===== src/rtl/muldiv_pkg.sv =====
// Shared encodings, FSM state type and WIDTH legality rule for the
// sequential multiply/divide unit.
package muldiv_pkg;

  localparam logic OP_MUL = 1'b0;
  localparam logic OP_DIV = 1'b1;

  localparam int WIDTH_MIN = 8;
  localparam int WIDTH_MAX = 64;

  typedef enum logic [1:0] {
    IDLE  = 2'd0,
    RUN   = 2'd1,
    FIXUP = 2'd2,
    DONE  = 2'd3
  } state_t;

  function automatic bit width_legal(input int w);
    return (w >= WIDTH_MIN) && (w <= WIDTH_MAX) && ((w % 2) == 0);
  endfunction

endpackage


===== src/rtl/muldiv_if.sv =====
// Request/result bundle between a requester (master) and muldiv_unit (slave).
interface muldiv_if #(
  parameter int WIDTH = 32
);
  logic             start;
  logic             op;
  logic             is_signed;
  logic [WIDTH-1:0] a;
  logic [WIDTH-1:0] b;
  logic [WIDTH-1:0] hi;
  logic [WIDTH-1:0] lo;
  logic             busy;
  logic             ready;
  logic             div_zero;

  modport master (
    output start, op, is_signed, a, b,
    input  hi, lo, busy, ready, div_zero
  );

  modport slave (
    input  start, op, is_signed, a, b,
    output hi, lo, busy, ready, div_zero
  );
endinterface


===== src/rtl/muldiv_sign_fix.sv =====
// Combinational sign handling: operand magnitude extraction on entry and
// two's-complement correction of the raw unsigned result on exit.
module muldiv_sign_fix
  import muldiv_pkg::*;
#(
  parameter int WIDTH = 32
) (
  input  logic [WIDTH-1:0]   i_a,
  input  logic [WIDTH-1:0]   i_b,
  input  logic               i_signed,
  output logic [WIDTH-1:0]   o_mag_a,
  output logic [WIDTH-1:0]   o_mag_b,
  output logic               o_neg_a,
  output logic               o_neg_b,
  input  logic               i_op,
  input  logic               i_neg_q,
  input  logic               i_neg_r,
  input  logic [2*WIDTH-1:0] i_res,
  output logic [WIDTH-1:0]   o_hi,
  output logic [WIDTH-1:0]   o_lo
);

  assign o_neg_a = i_signed & i_a[WIDTH-1];
  assign o_neg_b = i_signed & i_b[WIDTH-1];
  assign o_mag_a = o_neg_a ? -i_a : i_a;
  assign o_mag_b = o_neg_b ? -i_b : i_b;

  // The most-negative magnitude is representable unsigned, so MIN/-1 wraps back to MIN.
  always_comb begin
    o_hi = i_res[2*WIDTH-1:WIDTH];
    o_lo = i_res[WIDTH-1:0];
    if (i_op == OP_MUL) begin
      if (i_neg_q) {o_hi, o_lo} = -i_res;
    end else begin
      if (i_neg_q) o_lo = -i_res[WIDTH-1:0];
      if (i_neg_r) o_hi = -i_res[2*WIDTH-1:WIDTH];
    end
  end

endmodule


===== src/rtl/muldiv_unit.sv =====
// Sequential WIDTH x WIDTH multiply / restoring divide, one bit per cycle,
// sharing a single 2*WIDTH+1 accumulator between both operations.
//
// state | meaning
// IDLE  | waiting for start; latches operand magnitudes and signs
// RUN   | one shift-add or shift-subtract step per cycle, WIDTH cycles
// FIXUP | sign correction, result registered into hi/lo
// DONE  | ready (and div_zero) asserted for one cycle
module muldiv_unit
  import muldiv_pkg::*;
#(
  parameter int WIDTH = 32
) (
  input logic    clk,
  input logic    reset,
  muldiv_if.slave bus
);

  localparam int  CNT_W    = $clog2(WIDTH + 1);
  localparam int  AW       = 2*WIDTH + 1;
  localparam bit  WIDTH_OK = width_legal(WIDTH);

  generate
    if (!WIDTH_OK) begin : g_width_check
      $error("muldiv_unit: WIDTH must be even and within 8..64");
    end
  endgenerate

  state_t             r_state, w_next;
  logic [AW-1:0]      r_acc;
  logic [WIDTH-1:0]   r_dvs;
  logic [CNT_W-1:0]   r_cnt;
  logic               r_op, r_neg_q, r_neg_r, r_dz;
  logic [WIDTH-1:0]   r_hi, r_lo;

  logic [WIDTH-1:0]   w_mag_a, w_mag_b, w_fix_hi, w_fix_lo;
  logic               w_neg_a, w_neg_b, w_div0;
  logic [WIDTH:0]     w_mul_sum, w_div_rem, w_div_diff;
  logic               w_div_ge;
  logic [AW-1:0]      w_mul_acc, w_div_acc;

  muldiv_sign_fix #(.WIDTH(WIDTH)) u_sign_fix (
    .i_a      (bus.a),
    .i_b      (bus.b),
    .i_signed (bus.is_signed),
    .o_mag_a  (w_mag_a),
    .o_mag_b  (w_mag_b),
    .o_neg_a  (w_neg_a),
    .o_neg_b  (w_neg_b),
    .i_op     (r_op),
    .i_neg_q  (r_neg_q),
    .i_neg_r  (r_neg_r),
    .i_res    (r_acc[2*WIDTH-1:0]),
    .o_hi     (w_fix_hi),
    .o_lo     (w_fix_lo)
  );

  assign w_div0 = (bus.op == OP_DIV) && (bus.b == '0);

  // Multiply: multiplier sits in the low half and shifts out LSB first.
  assign w_mul_sum = r_acc[0] ? (r_acc[AW-1:WIDTH] + {1'b0, r_dvs}) : r_acc[AW-1:WIDTH];
  assign w_mul_acc = {1'b0, w_mul_sum, r_acc[WIDTH-1:1]};

  // Divide: remainder in the upper half, quotient bits enter at the LSB.
  assign w_div_rem  = r_acc[AW-2:WIDTH-1];
  assign w_div_ge   = (w_div_rem >= {1'b0, r_dvs});
  assign w_div_diff = w_div_rem - {1'b0, r_dvs};
  assign w_div_acc  = {(w_div_ge ? w_div_diff : w_div_rem), r_acc[WIDTH-2:0], w_div_ge};

  always_ff @(posedge clk or negedge reset) begin
    if (!reset) r_state <= IDLE;
    else        r_state <= w_next;
  end

  always_comb begin
    w_next = r_state;
    case (r_state)
      IDLE:    if (bus.start) w_next = w_div0 ? DONE : RUN;
      RUN:     if (r_cnt == CNT_W'(1)) w_next = FIXUP;
      FIXUP:   w_next = DONE;
      DONE:    w_next = IDLE;
      default: w_next = IDLE;
    endcase
  end

  always_ff @(posedge clk or negedge reset) begin
    if (!reset) begin
      r_acc   <= '0;
      r_dvs   <= '0;
      r_cnt   <= '0;
      r_op    <= 1'b0;
      r_neg_q <= 1'b0;
      r_neg_r <= 1'b0;
      r_dz    <= 1'b0;
      r_hi    <= '0;
      r_lo    <= '0;
    end else begin
      case (r_state)
        IDLE: if (bus.start) begin
          r_op    <= bus.op;
          r_dz    <= w_div0;
          r_neg_q <= w_neg_a ^ w_neg_b;
          r_neg_r <= w_neg_a;
          r_dvs   <= w_mag_b;
          r_acc   <= {{(WIDTH+1){1'b0}}, w_mag_a};
          r_cnt   <= CNT_W'(WIDTH);
        end
        RUN: begin
          r_acc <= (r_op == OP_DIV) ? w_div_acc : w_mul_acc;
          r_cnt <= r_cnt - CNT_W'(1);
        end
        FIXUP: begin
          r_hi <= w_fix_hi;
          r_lo <= w_fix_lo;
        end
        default: ;
      endcase
    end
  end

  assign bus.hi       = r_hi;
  assign bus.lo       = r_lo;
  assign bus.busy     = (r_state != IDLE);
  assign bus.ready    = (r_state == DONE);
  assign bus.div_zero = (r_state == DONE) && r_dz;

endmodule


===== src/flat_wrapper.sv =====
// flat-port wrapper written by rule: the top's interface ports become plain ports
module muldiv_unit_flat import muldiv_pkg::*;
#(
  parameter int WIDTH = 32
)
  (clk, reset, bus_start, bus_op, bus_is_signed, bus_a, bus_b, bus_hi, bus_lo, bus_busy, bus_ready, bus_div_zero);
  muldiv_if #(.WIDTH(WIDTH)) bus_i ();
  input logic clk;
  input logic reset;
  input wire logic [$bits(bus_i.start)-1:0] bus_start;
  input wire logic [$bits(bus_i.op)-1:0] bus_op;
  input wire logic [$bits(bus_i.is_signed)-1:0] bus_is_signed;
  input wire logic [$bits(bus_i.a)-1:0] bus_a;
  input wire logic [$bits(bus_i.b)-1:0] bus_b;
  output wire logic [$bits(bus_i.hi)-1:0] bus_hi;
  output wire logic [$bits(bus_i.lo)-1:0] bus_lo;
  output wire logic [$bits(bus_i.busy)-1:0] bus_busy;
  output wire logic [$bits(bus_i.ready)-1:0] bus_ready;
  output wire logic [$bits(bus_i.div_zero)-1:0] bus_div_zero;
  assign bus_i.start = bus_start;
  assign bus_i.op = bus_op;
  assign bus_i.is_signed = bus_is_signed;
  assign bus_i.a = bus_a;
  assign bus_i.b = bus_b;
  assign bus_hi = bus_i.hi;
  assign bus_lo = bus_i.lo;
  assign bus_busy = bus_i.busy;
  assign bus_ready = bus_i.ready;
  assign bus_div_zero = bus_i.div_zero;
  muldiv_unit #(.WIDTH(WIDTH)) u_core (.clk(clk), .reset(reset), .bus(bus_i));
endmodule

===== config.mk =====
export PLATFORM = sky130hd
export DESIGN_NAME = muldiv_unit_flat
export DESIGN_NICKNAME = d
export VERILOG_FILES = /design/src/rtl/muldiv_pkg.sv /design/src/rtl/muldiv_if.sv /design/src/rtl/muldiv_sign_fix.sv /design/src/rtl/muldiv_unit.sv /design/src/flat_wrapper.sv
export SDC_FILE = /design/constraint.sdc
export NUM_CORES = 1
export LEC_CHECK = 0
export CORE_MARGIN = 8
export CORE_UTILIZATION = 54
export DETAILED_ROUTE_END_ITERATION = 6
export HOLD_SLACK_MARGIN = 0.1
export PLACE_DENSITY = 0.82
export SYNTH_ARGS = -nofsm -noshare
export SYNTH_HDL_FRONTEND = slang
export SYNTH_HIERARCHICAL = 1
export SYNTH_SLANG_ARGS = --single-unit

===== constraint.sdc =====
create_clock -name clk -period 2.8 [get_ports clk]
set_input_delay 0.56 -clock clk [delete_from_list [all_inputs] [get_ports clk]]
set_output_delay 0.56 -clock clk [all_outputs]
set_load 0.005 [all_outputs]

==> results list, run 1 <==
* Row count: 60
- Of all flip-flops after synthesis, the portion carrying an async set or reset was 1.000.
- Proportion of synthesized chip area in sequential cells: 0.2928
- The synthesized netlist occupies a cell area of 14780 um2.
- In this run, CTS created clock tree buffers numbering 17.
- 0 antenna diodes ended up in the layout.
- Setup slack of the critical path after layout: -0.5935 ns
- After detailed routing, the average wire length per cell comes to ~25 um.
- GR Overflow Total: 0
* Number of global-route vias before repair: 16180
* Worst setup path class: reg2reg
- Summed over all layers, the routed wires come to 62.72 mm.
- Measured on the finished design, the core utilization comes to 0.7898.
- Measured against its own limit, the worst slew margin works out to 0.4758.
- Setup violations remaining at the end of the flow were counted as 37.
- Growth of design area from synthesis to finish: 43.98%
* Core area: about 27000 um2
- Global-route wire length before repair: 86.04 mm
- DIE AREA: 32930 um2
- The synthesized design contains 173 register bits.
- CTS sink cnt: 173
* Number of buffer cells added on primary ports: around 140
- In the final timing run, aggregate negative setup slack is -15.72 ns.
- Antenna violations before repair: 1
* Worst min path class: in2async
* List of cells traversed by the critical path: ha_4, inv_2, fa_2, nand2b_4, a21o_1, a31oi_4, a21oi_2, o21ai_4, buf_6, a41oi_1, xnor2_1, a21oi_1, o31ai_1
- Hold is met by roughly 0.084 ns.
- Before antenna repair, the detailed router went through 7 iterations.
- The initial utilization of the core area, before any placement, comes to 0.5486.
- H-tree levels: 4
- Total via count after detailed routing: 17510
- Yosys printed 6 warnings.
* Number of distinct library cells after synthesis: 88
* Maximum single-stage delay on the critical path: 0.44 ns
* Worst setup skew after layout: approximately 0.020 ns
* Share of layout cells above drive strength 1: 0.3311
- In the routed design, unresolved DRC markers number 0.
* Area occupied by registers: 4347 um2
* Remaining number of nets flagged by the antenna check after routing: 0
- Setup repair after global routing missed its margin: yes
* Routed vias/inst: 6.845
- Die Span Y: 181.5 um
- For this run, the post-layout net count is ~2300.
- Main synth FF type: sky130_fd_sc_hd__dfrtp_1
- HPWL Detailed: 38.87 mm
- Maximum vdd ir drop: between 0.9 and 1 mV
- Static leakage: approximately 9.3 nW
- EDFF count, synth: 0
* Multi-input gate area in the final layout: 11120 um2
* Longest Clk Path Bufs: 2
- Fill cell instance count of the final layout: 1605
- Along the worst path, the maximum fanout reaches 3.
* Measured slew at the worst slew-check pin: around 0.8 ns
- The final-report hold violation count is 0.
- First DRT Iteration DRCs: 3098
- PwrDens: 1590 nW/um2
* Hold buffer count at cts: 0
- Final period utilization: 1.212
- The worst setup path is launched from a register.
- Critical-path top delay cell: sky130_fd_sc_hd__dfrtp_1
- Status: complete, but fails checks
- Final weighted congestion of routability-driven global placement: between 1 and 1.5
- The checks that failed: setup timing.
- The root buffer cell chosen for the clock tree is sky130_fd_sc_hd__clkbuf_16.
- Each instance of the synthesized netlist takes up on average 8.467 um2.
- Type of destination of the critical path: register
- Achievable clock frequency: 294.7 MHz
* Final slew viol count: 0
* Max cap viols: 0
- The floorplan step set the die width to about 180 um.
- Syn Nets: 1891
- Clock transition time at the flip-flop clock pins of the worst setup and hold paths: 0.08 ns
- On the critical path the largest part of the delay comes from compound AO/OA/AOI/OAI gates.
- TritonCTS built the clock tree.
* Total I/O pin count: between 100 and 150
- Critical path buffers and inverters: 2
- Clock latency reported for the late side of the worst-skew pair: 0.45 ns
* Final min period: 3.394 ns
- Maximum number of pins on one net before global-route repair: 84
* Data required time at the worst endpoint: 3.15 ns
- Data on the critical path arrives at its endpoint at 3.75 ns.
* Number of standard cells after synthesis: 1746
* Total global routing track utilization: 0.3216
-- state kept, by name (all words and copies together), names as in the netlist --
name            cells
u_core/r_acc       65
u_core/bus.hi      32
u_core/bus.lo      32
u_core/r_dvs       32
u_core/r_cnt        6
u_core/r_state      2
u_core/r_dz         1
u_core/r_neg_q      1
u_core/r_neg_r      1
u_core/r_op         1
-- what timing repair did --
action,4_1_cts,5_1_grt
buffers inserted,33,19
pin swaps,57,94
cloned,3,0
hold endpoints to repair,0,0
gates resized for setup,117,157
endpoints found under the setup margin,38,64
-- worst paths after layout --
path | startpoint | endpoint | slack (ns) | cells after the start
setup / recovery | u_core/r_dvs[0] | u_core/r_acc[53] | -0.59 | 13
hold / removal | reset | u_core/bus.lo[5] | 0.08 | 1
setup reg to reg | u_core/r_dvs[0] | u_core/r_acc[53] | -0.59 | 13
hold reg to reg | u_core/r_dz | u_core/r_dz | 0.49 | 1
max in group asynchronous | reset | u_core/bus.hi[15] | 1.93 | 2
min in group clk | u_core/r_dz | u_core/r_dz | 0.49 | 1
-- where the power goes --
| part | switching (mW) | total [mW] | leakage [nW] | internal [mW] |
|---|---|---|---|---|
| sequential | 1.23 | 4.98 | 2.12 | 3.75 |
| combinational | 14.3 | 26.4 | 6.91 | 12.1 |
| clock | 1.24 | 2.44 | 0.280 | 1.19 |
-- logic make-up after synthesis --
group                    Yosys count  synth area share
AO/OA/AOI/OAI                    509            0.2253
XOR/XNOR                         170            0.1007
adder cells (fa/ha/maj)           76           0.06534
flip-flops                       173            0.2928
AND/OR/NAND/NOR                  508            0.1669
buffers and inverters            170           0.04553
multiplexers                     140            0.1034
-- cells in the final DEF, fill, tap and decap left out, drive strengths merged, types with 14 or more instances in the layout --
master,n
nor2,115
buf,391
o31ai,31
xor2,61
nand3,28
clkdlybuf4s50,134
o41ai,14
a21o,27
o21ai,113
a31oi,32
nor3,35
mux2i,38
xnor2,109
clkbuf,18
a21oi,153
o211ai,18
inv,89
and3,14
a211oi,24
nand2,175
nor2b,18
nor4,30
or4,15
ha,74
dfrtp,173
mux2,102
-- stage by stage --
stage                     cells  setup WS [ns]  cell area, um2  total power [mW]
after floorplan            1746      -0.009874           14830             16.60
after global placement     2472        -0.3649           18860             24.42
after detailed placement   2472        -0.4649           18860             25.02
after CTS                  2540        -0.1481           20370             29.62
after global routing       2558        -0.6191           21290             35.10
final                      2558        -0.5935           21290             33.84
-- cell type report --
cell class / count / area share
clock inverter: 14 / 0.006995
clock buffer: 18 / 0.02016
inverter: 84 / 0.01505
tap: 341 / 0.02004
sequential: 173 / 0.2042
timing repair buffer: 525 / 0.2114
multi-input combinational: 1403 / 0.5222
-- cells in the mapped netlist, types with 4 or more instances --
cell type	number	area, um2
sky130_fd_sc_hd__dfrtp_1	173	4329
sky130_fd_sc_hd__or4_1	14	105.1
sky130_fd_sc_hd__a211o_1	8	70.07
sky130_fd_sc_hd__nor2b_1	18	112.6
sky130_fd_sc_hd__and2_1	11	68.82
sky130_fd_sc_hd__nor3b_1	4	30.03
sky130_fd_sc_hd__a22o_1	13	113.9
sky130_fd_sc_hd__o21a_1	6	45.04
sky130_fd_sc_hd__xnor2_1	109	954.7
sky130_fd_sc_hd__nor4_1	29	181.4
sky130_fd_sc_hd__and3_1	13	81.33
sky130_fd_sc_hd__a31oi_1	32	200.2
sky130_fd_sc_hd__a21oi_1	151	755.7
sky130_fd_sc_hd__o31ai_1	29	217.7
sky130_fd_sc_hd__o31a_1	4	35.03
sky130_fd_sc_hd__ha_1	74	925.9
sky130_fd_sc_hd__o211ai_1	18	135.1
sky130_fd_sc_hd__a21o_1	27	202.7
sky130_fd_sc_hd__inv_1	82	307.8
sky130_fd_sc_hd__o21ai_1	17	85.08
sky130_fd_sc_hd__a221o_1	6	60.06
sky130_fd_sc_hd__mux2_2	100	1126
sky130_fd_sc_hd__o21bai_1	4	30.03
sky130_fd_sc_hd__and4_1	5	43.79
sky130_fd_sc_hd__o21ai_0	96	480.5
sky130_fd_sc_hd__or3_1	13	81.33
sky130_fd_sc_hd__a32o_1	7	70.07
sky130_fd_sc_hd__o22ai_1	4	25.02
sky130_fd_sc_hd__nor3_1	35	175.2
sky130_fd_sc_hd__buf_2	7	35.03
sky130_fd_sc_hd__nand2b_1	13	81.33
sky130_fd_sc_hd__nor4b_1	5	43.79
sky130_fd_sc_hd__or2_2	5	31.28
sky130_fd_sc_hd__a211oi_1	24	180.2
sky130_fd_sc_hd__nand3b_1	5	37.54
sky130_fd_sc_hd__nand4_1	9	56.30
sky130_fd_sc_hd__xor2_1	61	534.3
sky130_fd_sc_hd__nor2_1	115	431.7
sky130_fd_sc_hd__o41ai_1	14	122.6
sky130_fd_sc_hd__clkbuf_1	58	217.7
sky130_fd_sc_hd__nand2_1	174	653.1
sky130_fd_sc_hd__buf_1	16	60.06
sky130_fd_sc_hd__nand3_1	28	140.1
sky130_fd_sc_hd__mux2i_1	38	380.4
-- metal layers --
metal,global-route usage,vias to the layer above,wire (um)
li1,-,7298,-
met1,0.4183,8216,23060
met2,0.5072,1500,27220
met3,0.06547,491,8152
met4,0.1512,4,4224
met5,0,-,73
Note: power is estimated with default switching activity, not from simulation.
==> inputs of run 2 (changes only) <==
--- a/config.mk
+++ b/config.mk
@@ -6,10 +6,10 @@
 export NUM_CORES = 1
 export LEC_CHECK = 0
 export CORE_MARGIN = 8
-export CORE_UTILIZATION = 54
+export CORE_UTILIZATION = 50
 export DETAILED_ROUTE_END_ITERATION = 6
 export HOLD_SLACK_MARGIN = 0.1
-export PLACE_DENSITY = 0.82
+export PLACE_DENSITY = 0.77
 export SYNTH_ARGS = -nofsm -noshare
 export SYNTH_HDL_FRONTEND = slang
 export SYNTH_HIERARCHICAL = 1
==> results list, run 2 (synthesis gave the netlist of run 1 again) <==
* Status: complete, but fails checks
* Violated checks: setup timing
- First drt pass iteration count: 5 (-2)
- Die span in x: 188.0 um (+3.6%)
- Data required time at the worst endpoint: 3.16 ns (about the same)
* Growth of design area from synthesis to finish: 43.51%
- TritonCTS clock tree: yes
- Static leakage: 9.314 nW (about the same)
- Maximum number of pins on one net before global-route repair: 104 (+24%)
- Total via count after detailed routing: 16120 (-7.9%)
- The antenna diode count was 0 (unchanged).
- Nature of the critical path startpoint: register
- The die area came to 35330 um2 (+7.3%).
* Final period utilization: 1.144 (-0.06833)
- HPWL Detailed: 39.01 mm (+0.35%)
* Share of layout cells above drive strength 1: 0.3260 (-0.005109)
- The per-cell via count in the routed design came to 6.181 (-9.7%).
* Routed Wire Length: 54.63 mm (-13%)
* Setup repair after global routing missed its margin: yes
* Cell type with the highest occurrence count on the critical path: sky130_fd_sc_hd__buf_6
- Max cap viols: 0 (unchanged)
* Achievable clock frequency: 312.3 MHz (+6.0%)
- The total routing resource utilization after global routing came to 0.2890 (-0.03256).
- The number of setup violations in the final report was 28 (-24%).
* Largest register by flop count: u_core/r_acc
- The initial antenna violation count was 1 (unchanged).
- Die Span Y: 188.0 um (+3.6%)
- Critical-path top delay cell: sky130_fd_sc_hd__dfrtp_1
- The critical path buffer and inverter count came to 4 (+2).
- The headroom to the max-slew limit came to 0.4034 (-0.07239).
- Clock transition time at the flip-flop clock pins of the worst setup and hold paths: 0.08 ns (about the same)
* Most used cells in the layout excluding fill and tap cells: sky130_fd_sc_hd__buf_4 (357), sky130_fd_sc_hd__dfrtp_1 (165), sky130_fd_sc_hd__nand2_1 (160)
* CTS Root Buffer Type: sky130_fd_sc_hd__clkbuf_16
- Commonest non-fill, non-tap cell in the layout: sky130_fd_sc_hd__buf_4
- The post-route antenna net violation count is 0 (unchanged).
- The post-layout minimum cycle time is 3.202 ns (-0.1913 ns).
- Longest Clk Path Bufs: 2 (unchanged)
- The slew at the pin closest to its max-slew limit came to 0.8855 ns (+0.1064 ns).
- Clock latency reported for the late side of the worst-skew pair: 0.44 ns (about the same)
- The number of levels in the clock H-tree was 4 (unchanged).
- Power after layout: 31.97 mW (-5.5%)
* Final weighted congestion of routability-driven global placement: 0.9564 (-8.0%)
- In this run the worst hold path is classified as reg2reg.
- The final-report hold violation count came to 0 (unchanged).
* Type of destination of the critical path: register
- Layout net count: 2351 (+0.085%)
- The sum of overflow across all layers after global routing was 0 (unchanged).
- The final setup slack of the worst path came to -0.4022 ns (+0.1913 ns).
- The initial cell density of the core is 0.5028 (-0.04573).
* Crit path arrival time: 3.57 ns (-0.18 ns)
- Maximum vdd ir drop: 0.7689 mV (-22%)
- The number of remaining DRC errors was 0 (unchanged).
- The critical path goes through ha_2, inv_2, fa_2, nand2b_4, a21o_1, a31oi_1, buf_4, a21oi_4, o21ai_4, buf_6, buf_6, a221oi_2, xor2_1, o21ai_0, a32o_1.
* Number of global-route vias before repair: 15730 (-2.8%)
* Number of buffer cells added on primary ports: 135 (unchanged)
- PwrDens: 1507 nW/um2 (-5.2%)
- Core area: 29400 um2 (+9.1%)
* Global-route wire length before repair: 83.28 mm (-3.2%)
- Post-detailed-route wirelength per cell: 20.95 um (-15%)
- Worst path top cell family by delay: compound AO/OA/AOI/OAI gates
* Maximum single-stage delay on the critical path: 0.39 ns (-0.05 ns)
- The number of flip-flops in the largest register came to 65 (unchanged).
- The worst setup path is of the reg2reg kind.
* Number of buffers added by the clock tree synthesis step: 17 (unchanged)
* CTS sink cnt: 173 (unchanged)
- The total I/O pin count was 136 (unchanged).
* Worst setup skew after layout: 0.01630 ns (-0.003829 ns)
- Row count: 63 (+5.0%)
* First DRT Iteration DRCs: 1760 (-43%)
* Final slew viol count: 0 (unchanged)
- The worst slack at placement was -0.4374 ns (+0.02750 ns).
- Largest fanout on the critical path: 3 (unchanged)
[run 2: power breakdown]
part | total (mW) | leakage, nW | switching, mW | internal [mW]
sequential | 4.88 | 2.13 | 1.13 | 3.75
clock | 2.60 | 0.305 | 1.13 | 1.48
combinational | 24.5 | 6.88 | 12.6 | 11.8
total | 32.0 | 9.31 | 14.9 | 17.1
[run 2: worst paths after layout]
check,startpoint,to,slack [ns],cells past startpoint
min in group asynchronous,reset,u_core/r_state[0],0.60,2
worst max register to register,u_core/r_dvs[0],u_core/r_acc[49],-0.40,15
worst max-delay path,u_core/r_dvs[0],u_core/r_acc[49],-0.40,15
max in group asynchronous,reset,u_core/bus.hi[18],1.47,3
worst min register to register,u_core/r_dz,u_core/r_dz,0.48,1
worst min-delay path,u_core/r_dz,u_core/r_dz,0.48,1
[run 2: layer usage]
| layer | part of all wire | routed length, um | track usage |
|---|---|---|---|
| met3 | 0.088 | 4784 | 0.05145 |
| met2 | 0.46 | 25320 | 0.4692 |
| met5 | 0 | 0 | 0 |
| met1 | 0.42 | 23090 | 0.3885 |
| met4 | 0.026 | 1434 | 0.08394 |
[run 2: cell type report]
class	instances	area [um2]
Tap cell	390	488.0
Multi-Input combinational cell	1403	10920
Fill cell	2092	8185
Clock inverter	12	177.7
Timing Repair Buffer	527	4522
Sequential cell	173	4342
Clock buffer	19	452.9
Inverter	84	315.3
[run 2: worst register-to-register path: stages, from the launching register on]
cell and delay, ns:
sky130_fd_sc_hd__dfrtp_1 0.39, sky130_fd_sc_hd__ha_2 0.22, sky130_fd_sc_hd__inv_2 0.04, sky130_fd_sc_hd__fa_2 0.36, sky130_fd_sc_hd__nand2b_4 0.16, sky130_fd_sc_hd__a21o_1 0.18, sky130_fd_sc_hd__a31oi_1 0.16, sky130_fd_sc_hd__buf_4 0.20
sky130_fd_sc_hd__a21oi_4 0.09, sky130_fd_sc_hd__o21ai_4 0.28, sky130_fd_sc_hd__buf_6 0.14, sky130_fd_sc_hd__buf_6 0.09, sky130_fd_sc_hd__a221oi_2 0.06, sky130_fd_sc_hd__xor2_1 0.18, sky130_fd_sc_hd__o21ai_0 0.30, sky130_fd_sc_hd__a32o_1 0.28
[run 2: per-stage QoR]
stage,hold WS [ns],utilization,cell area (um2),std cells,setup TNS [ns]
5_1_grt,0.5120,0.7216,21220,2608,-6.332
4_1_cts,0.4834,0.6900,20290,2582,-1.051
3_5_place_dp,0.4655,0.6447,18960,2526,-12.03
6_report,0.4795,0.7216,21220,2608,-3.388
3_3_place_gp,0.4550,0.6447,18960,2526,-10.82
2_1_floorplan,0.2644,-,14830,1746,-0.009874
[run 2: repair_timing]
item | CTS | global route
hold endpoints to repair | 36 | 0
hold buffers | 1 | 0
resized for setup | 103 | 144
pin swaps | 37 | 89
cloned | 1 | 2
setup endpoints to repair | 49 | 62
buffers inserted | 23 | 27
==> inputs of run 3 (changes only) <==
--- a/config.mk
+++ b/config.mk
@@ -9,8 +9,7 @@
 export CORE_UTILIZATION = 50
 export DETAILED_ROUTE_END_ITERATION = 6
 export HOLD_SLACK_MARGIN = 0.1
-export PLACE_DENSITY = 0.77
+export PLACE_DENSITY = 0.72
 export SYNTH_ARGS = -nofsm -noshare
 export SYNTH_HDL_FRONTEND = slang
-export SYNTH_HIERARCHICAL = 1
 export SYNTH_SLANG_ARGS = --single-unit
==> results list, run 3 <==
* Longest Clk Path Bufs: 2 (unchanged)
- Setup Slack @ Placement: -0.6080 ns (-0.1707 ns)
- The final clock period utilization by the worst path came to 1.127 (-0.01621).
* Number of buffers added by the clock tree synthesis step: 17 (unchanged)
- The detailed placer's ending HPWL is 36.23 mm (-7.1%).
* Measured slew at the worst slew-check pin: 0.9141 ns (+0.02860 ns)
* Final weighted congestion of routability-driven global placement: 0.9882 (+3.3%)
- The sum of overflow across all layers after global routing is 0 (unchanged).
* Metal-1 WL: 21.74 mm (-5.9%)
- H-tree levels: 4 (unchanged)
* Routed vias/inst: 5.884 (-4.8%)
- Static leakage: 9.148 nW (-1.8%)
- Leading post-synthesis cells by instance count: sky130_fd_sc_hd__nand2_1 (190), sky130_fd_sc_hd__dfrtp_1 (173), sky130_fd_sc_hd__a21oi_1 (166)
* Global-route wire length before repair: 76.44 mm (-8.2%)
- Status: complete, but fails checks
- Maximum vdd ir drop: 0.6861 mV (-11%)
- Final non-filler cell total: 2543 (-2.5%)
- The die area is 33810 um2 (-4.3%).
* Max transition margin: 0.3893 (-0.01408)
* Met3 Wirelength: 4.663 mm (-2.5%)
- The initial antenna violation count is 0 (-1).
- Final cell area excluding filler cells: 20310 um2 (-4.3%)
- Worst min path class: in2async
- The number of sinks on the clock net was 173 (unchanged).
* Layout net count: 2297 (-2.3%)
- Total I/O pin count: 136 (unchanged)
- The area of the core is 27780 um2 (-5.5%).
* DP Cell Count: 2463 (-2.5%)
* TritonCTS clock tree: yes
- The maximum net fanout on the critical path came to 4 (+1).
- The total nets after synthesis was 1883 (-0.42%).
- Worst setup path startpoint: u_core.r_acc[32]
* Worst setup skew after layout: 0.01558 ns (-0.0007260 ns)
* EDFF count, synth: 0 (unchanged)
* Number of standard cells after synthesis: 1738 (-0.46%)
- Share of layout cells above drive strength 1: 0.2901 (-0.03590)
* Final slew viol count: 0 (unchanged)
- CTS Root Buffer Type: sky130_fd_sc_hd__clkbuf_16
* First DRT Iteration DRCs: 1364 (-23%)
- Cell type with the largest total area after synthesis: sky130_fd_sc_hd__dfrtp_1
* Most frequently used cell type in the post-synthesis netlist: sky130_fd_sc_hd__nand2_1
* Max cap viols: 0 (unchanged)
- Most used cells in the layout excluding fill and tap cells: sky130_fd_sc_hd__buf_4 (331), sky130_fd_sc_hd__nand2_1 (179), sky130_fd_sc_hd__dfrtp_1 (164)
- Crit path arrival time: 3.47 ns (-0.10 ns)
- The utilization after layout was 0.7312 (+0.009615).
- The post-layout minimum cycle time was 3.157 ns (-0.04539 ns).
- Growth of design area from synthesis to finish: 44.17%
- The count of vias placed by the detailed router came to 14960 (-7.2%).
* Die span in x: 183.9 um (-2.2%)
* Number of antenna cells inserted: 0 (unchanged)
* Largest cells by area after synthesis: sky130_fd_sc_hd__dfrtp_1 (31%), sky130_fd_sc_hd__ha_1 (6.6%), sky130_fd_sc_hd__a21oi_1 (5.9%), sky130_fd_sc_hd__o21ai_0 (5.8%), sky130_fd_sc_hd__xor2_1 (5.7%)
- Setup repair after global routing missed its margin: yes
* Die Span Y: 183.9 um (-2.2%)
- In this run the top signal layer used is met4.
* Worst setup path class: reg2reg
* Nature of the critical path startpoint: register
- PwrDens: 1469 nW/um2 (-2.5%)
- Number of global-route vias before repair: 14430 (-8.3%)
- Number of warning messages in the yosys log: 0 (-6)
- The clock-pin transition on the worst setup and hold timing paths came to 0.08 ns (about the same).
- Setup-failing EPs final: 64 (+130%)
- Type of destination of the critical path: register
* First drt pass iteration count: 5 (unchanged)
* Clock latency reported for the late side of the worst-skew pair: 0.44 ns (about the same)
* Synthesized area divided by synthesized cell count: 8.108 um2 (-4.2%)
- The final-report hold violation count is 0 (unchanged).
* Achievable clock frequency: 316.8 MHz (+1.4%)
* Number of buffer cells added on primary ports: 135 (unchanged)
* Total global routing track utilization: 0.2807 (-0.008268)
* Fraction of registers with async set/reset: 1.000 (unchanged)
* Main synth FF type: sky130_fd_sc_hd__dfrtp_1
- Maximum number of pins on one net before global-route repair: 85 (-18%)
* Number of distinct library cells after synthesis: 72 (-18%)
- Total negative slack: -13.83 ns (-10.45 ns)
- The post-synthesis instance area is 14090 um2 (-4.7%).
- Ranked by flip-flop count, first place goes to u_core.r_acc.
- Placed standard-cell area: 18180 um2 (-4.1%)
- The overall routed net length came to 50.46 mm (-7.6%).
- The met2 routed wirelength is 22.46 mm (-11%).
- The final reports fail on setup timing.
* Data required time at the worst endpoint: 3.11 ns (-0.05 ns)
- The post-route antenna net violation count came to 0 (unchanged).
* Commonest non-fill, non-tap cell in the layout: sky130_fd_sc_hd__buf_4
- Post-synthesis register bit count: 173 (unchanged)
- Post-detailed-route wirelength per cell: 19.84 um (-5.3%)
- Top-area cell type share of the netlist area: 0.3072 (+0.01440)
* Proportion of synthesized chip area in sequential cells: 0.3072 (+0.01440)
* Setup slack of the critical path after layout: -0.3568 ns (+0.04539 ns)
* Startpoint of the worst-slack reg-to-reg timing path: u_core.r_acc[32]
* Row count: 61 (-3.2%)
- The number of remaining DRC errors is 0 (unchanged).
- The number of flip-flops in the largest register was 65 (unchanged).
- Initial Utilization: 0.5072 (+0.004376)
==> run 3: cell count changes after synthesis, sizes merged, moves of 12 or more <==
cell,previous run,this run
mux2,102,30
o21ai,113,183
clkbuf,58,88
xor2,61,91
a31oi,32,10
xnor2,109,87
nor2,115,133
a21oi,153,168
nand2,175,190
mux2i,38,51
nor4,30,17
buf,28,16
==> run 3: kinds of logic after synthesis <==
kind of cell | synth area share
compound gates | 0.2369
simple gates | 0.1672
buf+inv | 0.04928
xor+xnor | 0.1106
flops | 0.3072
mux | 0.06020
fa+ha+maj | 0.06855
==> run 3: area by class of cell <==
type / count / area (um2)
repair buffers: 499 / 4298
inverters: 76 / 285.3
flip-flops and latches: 173 / 4343
multi-input cells: 1385 / 10330
well taps: 378 / 473.0
clock inverters: 13 / 146.4
clock buffers: 19 / 442.9
fillers: 2020 / 7467
==> run 3: report_power, final <==
part	switching [mW]	leakage [nW]	internal (mW)
clock	1.13	0.280	1.29
combinational	11.9	6.77	10.7
sequential	1.08	2.10	3.74
==> run 3: final timing paths <==
kind                                     to  slack (ns)  depth (start not counted)
max                        u_core.r_acc[63]       -0.36                         13
min                         u_core.r_dvs[7]        0.10                          1
max reg2reg                u_core.r_acc[63]       -0.36                         13
min reg2reg                     u_core.r_dz        0.48                          1
max in group asynchronous   u_core.r_acc[0]        1.96                          2
min in group clk                u_core.r_dz        0.48                          1
==> run 3: critical path, cell delays in order, from the launching register on <==
cell	delay, ns
sky130_fd_sc_hd__dfrtp_2	0.44
sky130_fd_sc_hd__ha_4	0.16
sky130_fd_sc_hd__inv_2	0.05
sky130_fd_sc_hd__fa_2	0.42
sky130_fd_sc_hd__nand2b_4	0.17
sky130_fd_sc_hd__a21oi_4	0.17
sky130_fd_sc_hd__o21ai_4	0.09
sky130_fd_sc_hd__o31ai_4	0.30
sky130_fd_sc_hd__a311oi_2	0.19
sky130_fd_sc_hd__a31oi_1	0.21
sky130_fd_sc_hd__a221o_1	0.22
sky130_fd_sc_hd__a41oi_2	0.12
sky130_fd_sc_hd__xnor2_1	0.18
sky130_fd_sc_hd__a221o_1	0.30
==> run 3: through the flow <==
step,power (mW),hold WS [ns]
6_report,29.84,0.1010
5_1_grt,31.65,0.1345
4_1_cts,28.02,0.1057
3_5_place_dp,23.42,0.4728
3_3_place_gp,23.01,0.4638
2_1_floorplan,15.90,0.2644
==> run 3: per-layer routing <==
metal,vias up,track usage
li1,7016,-
met1,7118,0.3759
met4,0,0.09616
met2,712,0.4345
met3,116,0.07213
met5,-,0
==> run 3: timing repair <==
action                                  in CTS  in global routing
gates resized for setup                    125                148
cloned                                       3                  1
setup buffers                               29                 24
pin swaps                                   82                103
hold buffers                                 0                  0
endpoints found under the setup margin      75                 79
